$ cat config.mk
export PLATFORM = sky130hd
export DESIGN_NAME = body_collision_scanner
export DESIGN_NICKNAME = d
export VERILOG_FILES = /design/src/rtl/body_collision_scanner.sv
export SDC_FILE = /design/constraint.sdc
export NUM_CORES = 2
export LEC_CHECK = 0
export ABC_AREA = 1
export BUFFER_PORTS_ARGS = -buffer_cell sky130_fd_sc_hd__buf_2
export CORE_MARGIN = 2
export CORE_UTILIZATION = 58
export CTS_CLUSTER_SIZE = 10
export DETAILED_ROUTE_END_ITERATION = 8
export GPL_TIMING_DRIVEN = 1
export PLACE_DENSITY = 0.74
export SYNTH_ARGS = -nofsm -noshare
export SYNTH_HDL_FRONTEND = slang
export SYNTH_SLANG_ARGS = --single-unit
$ cat constraint.sdc
create_clock -name Clk -period 19 [get_ports Clk]
set_clock_uncertainty 0.2 [all_clocks]
set_input_delay 2.85 -clock Clk [delete_from_list [all_inputs] [get_ports Clk]]
set_output_delay 2.85 -clock Clk [all_outputs]
set_load 0.02 [all_outputs]
$ cat src/rtl/body_collision_scanner.sv
// Per-frame circle-overlap scanner: tests the vessel against a writable table of bodies
// through a two-stage pipeline and reports crash / first hazard index / hazard count / win.
module body_collision_scanner #(
    parameter int N_BODIES = 32,
    parameter int COORD_W  = 10,
    parameter int RAD_W    = 6,
    parameter int IDX_W    = $clog2(N_BODIES)
) (
    input  logic               Clk,
    input  logic               Reset_n,
    input  logic               frame_vs,
    input  logic [COORD_W-1:0] vessel_x,
    input  logic [COORD_W-1:0] vessel_y,
    input  logic [RAD_W-1:0]   vessel_s,
    input  logic               wr_en,
    input  logic [IDX_W-1:0]   wr_idx,
    input  logic [COORD_W-1:0] wr_x,
    input  logic [COORD_W-1:0] wr_y,
    input  logic [RAD_W-1:0]   wr_s,
    input  logic [1:0]         wr_kind,
    output logic               busy,
    output logic               done,
    output logic               crash,
    output logic [IDX_W-1:0]   crash_idx,
    output logic [IDX_W:0]     hit_count,
    output logic               win,
    output logic               overrun
);

    localparam int SQ_W   = 2 * COORD_W;
    localparam int DIST_W = 2 * COORD_W + 1;
    localparam int RS_W   = RAD_W + 1;
    localparam int R2_W   = 2 * RAD_W + 2;
    localparam logic [IDX_W-1:0] LAST_IDX = IDX_W'(N_BODIES - 1);

    typedef struct packed {
        logic               valid;
        logic [1:0]         kind;
        logic [COORD_W-1:0] x;
        logic [COORD_W-1:0] y;
        logic [RAD_W-1:0]   s;
    } body_t;

    typedef enum logic [2:0] {IDLE, LOAD, SCAN, DRAIN, REPORT} state_t;

    state_t state, state_nx;

    body_t              table_q [N_BODIES];
    logic               vs_meta, vs_sync, vs_prev, frame_edge;
    logic [COORD_W-1:0] sh_x, sh_y;
    logic [RAD_W-1:0]   sh_s;
    logic [IDX_W-1:0]   rd_idx;
    logic               drain_cnt;
    logic               load, scan_rd, last_drain;

    // Two-flop synchroniser plus a history flop for rising-edge detection
    always_ff @(posedge Clk or negedge Reset_n) begin
        if (!Reset_n) begin
            vs_meta <= 1'b0;
            vs_sync <= 1'b0;
            vs_prev <= 1'b0;
        end else begin
            vs_meta <= frame_vs;
            vs_sync <= vs_meta;
            vs_prev <= vs_sync;
        end
    end
    assign frame_edge = vs_sync & ~vs_prev;

    always_ff @(posedge Clk or negedge Reset_n) begin
        if (!Reset_n) state <= IDLE;
        else          state <= state_nx;
    end

    always_comb begin
        state_nx = state;
        case (state)
            IDLE:    if (frame_edge) state_nx = LOAD;
            LOAD:    state_nx = SCAN;
            SCAN:    if (rd_idx == LAST_IDX) state_nx = DRAIN;
            DRAIN:   if (drain_cnt) state_nx = REPORT;
            REPORT:  state_nx = IDLE;
            default: state_nx = IDLE;
        endcase
    end

    always_comb begin
        busy       = (state != IDLE);
        load       = (state == LOAD);
        scan_rd    = (state == SCAN);
        last_drain = (state == DRAIN) && drain_cnt;
    end

    always_ff @(posedge Clk or negedge Reset_n) begin
        if (!Reset_n) begin
            for (int i = 0; i < N_BODIES; i++) table_q[i] <= '0;
        end else if (wr_en && ({1'b0, wr_idx} < (IDX_W + 1)'(N_BODIES))) begin
            table_q[wr_idx] <= '{valid: (wr_kind != 2'd3), kind: wr_kind,
                                 x: wr_x, y: wr_y, s: wr_s};
        end
    end

    always_ff @(posedge Clk or negedge Reset_n) begin
        if (!Reset_n) begin
            sh_x      <= '0;
            sh_y      <= '0;
            sh_s      <= '0;
            rd_idx    <= '0;
            drain_cnt <= 1'b0;
        end else begin
            if (load) begin
                sh_x <= vessel_x;
                sh_y <= vessel_y;
                sh_s <= vessel_s;
            end
            if (load)         rd_idx <= '0;
            else if (scan_rd) rd_idx <= rd_idx + 1'b1;
            drain_cnt <= (state == DRAIN) ? ~drain_cnt : 1'b0;
        end
    end

    // Stage 1: absolute deltas and radius sum; the table read sees pre-write contents
    body_t              rd_body;
    logic [COORD_W-1:0] dx_c, dy_c;
    logic               s1_vld, s1_valid;
    logic [1:0]         s1_kind;
    logic [IDX_W-1:0]   s1_idx;
    logic [COORD_W-1:0] s1_dx, s1_dy;
    logic [RS_W-1:0]    s1_rsum;

    always_comb begin
        rd_body = table_q[rd_idx];
        dx_c    = (rd_body.x >= sh_x) ? (rd_body.x - sh_x) : (sh_x - rd_body.x);
        dy_c    = (rd_body.y >= sh_y) ? (rd_body.y - sh_y) : (sh_y - rd_body.y);
    end

    always_ff @(posedge Clk or negedge Reset_n) begin
        if (!Reset_n) begin
            s1_vld   <= 1'b0;
            s1_valid <= 1'b0;
            s1_kind  <= '0;
            s1_idx   <= '0;
            s1_dx    <= '0;
            s1_dy    <= '0;
            s1_rsum  <= '0;
        end else begin
            s1_vld   <= scan_rd;
            s1_valid <= rd_body.valid;
            s1_kind  <= rd_body.kind;
            s1_idx   <= rd_idx;
            s1_dx    <= dx_c;
            s1_dy    <= dy_c;
            s1_rsum  <= {1'b0, rd_body.s} + {1'b0, sh_s};
        end
    end

    // Stage 2: full-width squared distance vs squared radius sum, strict less-than
    logic [SQ_W-1:0]   dx2, dy2;
    logic [DIST_W-1:0] dist2;
    logic [R2_W-1:0]   r2;
    logic              hit, haz_hit, goal_hit;

    always_comb begin
        dx2      = {{COORD_W{1'b0}}, s1_dx} * {{COORD_W{1'b0}}, s1_dx};
        dy2      = {{COORD_W{1'b0}}, s1_dy} * {{COORD_W{1'b0}}, s1_dy};
        dist2    = {1'b0, dx2} + {1'b0, dy2};
        r2       = {{(R2_W-RS_W){1'b0}}, s1_rsum} * {{(R2_W-RS_W){1'b0}}, s1_rsum};
        hit      = s1_vld && s1_valid && (dist2 < DIST_W'(r2));
        haz_hit  = hit && !s1_kind[1];
        goal_hit = hit && (s1_kind == 2'd2);
    end

    logic             acc_crash, acc_win;
    logic [IDX_W-1:0] acc_idx;
    logic [IDX_W:0]   acc_cnt;

    always_ff @(posedge Clk or negedge Reset_n) begin
        if (!Reset_n) begin
            acc_crash <= 1'b0;
            acc_win   <= 1'b0;
            acc_idx   <= '0;
            acc_cnt   <= '0;
        end else if (load) begin
            acc_crash <= 1'b0;
            acc_win   <= 1'b0;
            acc_idx   <= '0;
            acc_cnt   <= '0;
        end else begin
            if (haz_hit) begin
                acc_cnt <= acc_cnt + 1'b1;
                if (!acc_crash) begin
                    acc_crash <= 1'b1;
                    acc_idx   <= s1_idx;
                end
            end
            if (goal_hit) acc_win <= 1'b1;
        end
    end

    // Results land on the edge entering REPORT so they are valid while done is high
    always_ff @(posedge Clk or negedge Reset_n) begin
        if (!Reset_n) begin
            done      <= 1'b0;
            crash     <= 1'b0;
            crash_idx <= '0;
            hit_count <= '0;
            win       <= 1'b0;
            overrun   <= 1'b0;
        end else begin
            done <= last_drain;
            if (last_drain) begin
                crash     <= acc_crash;
                crash_idx <= acc_idx;
                hit_count <= acc_cnt;
                win       <= acc_win;
            end
            if (frame_edge && (state != IDLE)) overrun <= 1'b1;
        end
    end

endmodule

==> metrics.yaml <==
layout:
  final_area_mm2: 0.0580
  drive_gt1_share_pct: 5.98
  final_cells: 7480
  nNetsFinal: 6583
  nFillCells: 8051
  areaGrowthSynthToFinish_pct: 6.77
worst_hold_path:
  hp-class: "reg2reg"
  hp-start: "vs_meta"
  worstHoldEndpoint: "vs_sync"
  holdPathStages: 0
floorplan:
  initial_utilization_pct: 58.4
  die_x_um: 310
  coreArea_mm2: 0.0930
  die_area_mm2: 0.0961
  ios: 79
  dieHeight_um: 310
  num_rows: 112
sta:
  drv_slew: 0
  period_share_pct: 38.3
  rsz0062_at_grt: "false"
  fin_tns_setup_ps: 0
  finalCriticalPeriod_ps: 7270
  hold_viol_final: 0
  slew_headroom_pct: 23.0
  holdWs_ps: 153
  setup_viol: 0
  max_freq_ghz: 0.138
  worst_slew_pin_slew_ps: 1150
placement:
  placed_area_mm2: 0.0548
  portBuffers: 78
  dpl.hpwl_mm: 87.5
  placedCellCount: 7337
  gp_congestion: 0.912
logic_synthesis:
  synth_warnings: 0
  synth_nets: 6853
  netlist_area_mm2: 0.0543
  synth_area_per_cell_um2: 8.40
  ys_seq_elements: 1030
  synth_cell_type_count: 46
  ys_seq_area_share_pct: 47.4
  synthesis.instances: 6470
  synthArstFlopShare_pct: 100
  synth_flop_cell: "dfrtp_1"
  synth-edff-count: 0
worst_setup_path:
  critical_path_arrival_ps: 7660
  r2r_start: "s1_dx[4]"
  cp_slowest_stage_delay_ps: 580
  r2r_cells: 32
  required_ps: 19390
  ff2ff_setup_slack_ps: 11730
  cp_max_fo: 10
  cp-start-kind: "register"
  r2r_end: "acc_idx[3]"
  crit_slowest_cell: "fa_1"
  crit_type: "reg2reg"
  crit_path_end_kind: "register"
clocking:
  post-cts-setup-buffers: 0
  ctsResizeCount: 0
  clock-sinks: 1030
  path_clk_slew_ps: 60
  cts_hold_buf: 0
  cts_max_level: 3
  cts_tree: "done"
  root_buffer: "clkbuf_16"
  clock_path_buffers: 3
  numCtsBuffers: 115
  insertion_delay_ps: 710
global_routing:
  grt_pass1_wl_mm: 240
  overflow: 0
  grt_max_degree: 234
  antenna_found_initial: 3
  grt_pass1_vias: 42900
  grt.total_usage_pct: 32.0
route:
  wl_per_cell_um: 20.3
  ant_nets: 0
  drc: 0
  drt_pass1_iterations: 6
  vias_per_cell: 5.96
  num_vias: 44600
  drt_wl_total_mm: 152
  drtIter0Drc: 5156
outcome:
  run_status: "finished clean"
flow_run:
  drv_cap: 0
## cells by family after synthesis
kind of cell	Yosys count	share of synthesized area [%]
compound gates	1955	19.5
xor+xnor	71	1.14
fa+ha+maj	320	9.43
buf+inv	1074	7.74
flops	1030	47.4
mux	11	0.223
simple gates	2009	14.5
## area by class of cell
cell class | count | area, um^2 | area share, %
inverter | 555 | 2100 | 3.62
clock inverter | 9 | 179 | 0.308
clock buffer | 133 | 3010 | 5.19
tap | 1254 | 1570 | 2.71
antenna | 1 | 2.50 | 0.00431
timing repair buffer | 132 | 868 | 1.50
multi-input combinational | 4366 | 24500 | 42.2
sequential | 1030 | 25800 | 44.5
## layer usage
layer	routed length, um	up-vias	track usage (%)
li1	-	20600	-
met1	63800	21700	45.8
met2	68500	1943	49.3
met3	14100	308	5.86
met4	5190	4	11.3
met5	23	-	0
## through the flow
| step | utilization (%) | worst slack, ps |
|---|---|---|
| 2_1_floorplan | - | 12140 |
| 3_5_place_dp | 58.9 | 11700 |
| 5_1_grt | 62.3 | 11300 |
| 4_1_cts | 62.3 | 11700 |
| 3_3_place_gp | 58.9 | 11780 |
| 6_report | 62.3 | 11730 |
## worst max-delay path, delay by kind of cell, from the launching register on
family,cells,cell delay [ps]
fa+ha+maj,9,4230
simple gates,15,1640
flops,1,490
buf+inv,6,330
xor+xnor,1,190
compound gates,1,90
## flip-flops by register name (all words and copies together), names as in the netlist, 2 cells and up
signal     count
table_q      928
s1_dx         10
s1_dy         10
sh_x          10
sh_y          10
s1_rsum        7
acc_cnt        6
hit_count      6
sh_s           6
acc_idx        5
crash_idx      5
rd_idx         5
s1_idx         5
state          3
s1_kind        2
## cell usage after synthesis (20+ instances only)
cell type  instances  area [um^2]
o221ai_1         115         1010
fa_1             149         2980
buf_1             21         78.8
nand3_1          123          616
xor2_1            48          420
ha_1             171         2140
o211ai_1          61          458
dfrtp_1         1030        25800
o22ai_1           34          213
xnor2_1           23          201
o21ai_1           79          395
inv_2             29          109
a21oi_1          209         1050
clkbuf_1         400         1500
nand2_1         1264         4740
inv_1            526         1970
buf_2             85          425
nor2_1           567         2130
nor3_1            20          100
o21ai_0         1392         6970
## layout by cell type (no fill, tap or decap), types with 9 or more instances in the layout
| master | instances |
|---|---|
| clkbuf_16 | 117 |
| fa_1 | 149 |
| o21ai_0 | 1392 |
| o31ai_1 | 13 |
| inv_2 | 29 |
| nor2_1 | 563 |
| o22ai_1 | 34 |
| nand2_4 | 9 |
| nand3_1 | 123 |
| o211ai_1 | 61 |
| a21oi_1 | 209 |
| xnor2_1 | 23 |
| nor3_1 | 20 |
| o221ai_1 | 115 |
| dfrtp_1 | 1026 |
| a31oi_1 | 12 |
| buf_4 | 49 |
| inv_1 | 522 |
| o21ai_1 | 79 |
| ha_1 | 171 |
| nand2_2 | 23 |
| xor2_1 | 48 |
| clkbuf_1 | 14 |
| a32oi_1 | 9 |
| mux2_2 | 9 |
| buf_2 | 77 |
| nand2_1 | 1239 |
| a21o_1 | 11 |
## how the worst max path moves through the flow
stage,endpoint,slack [ps],start,depth (start not counted)
3_5_place_dp,acc_idx[3],11700,s1_dx[4],32
4_1_cts,acc_idx[3],11700,s1_dx[4],32
2_1_floorplan,acc_idx[0],12140,s1_dx[4],37
3_3_place_gp,acc_idx[0],11780,s1_dx[5],35
5_1_grt,acc_cnt[4],11300,s1_dx[4],33
6_report,acc_idx[3],11730,s1_dx[4],32
Power is not shown: default switching activity piles up to over one toggle a cycle in this logic, so the estimate is an artifact.
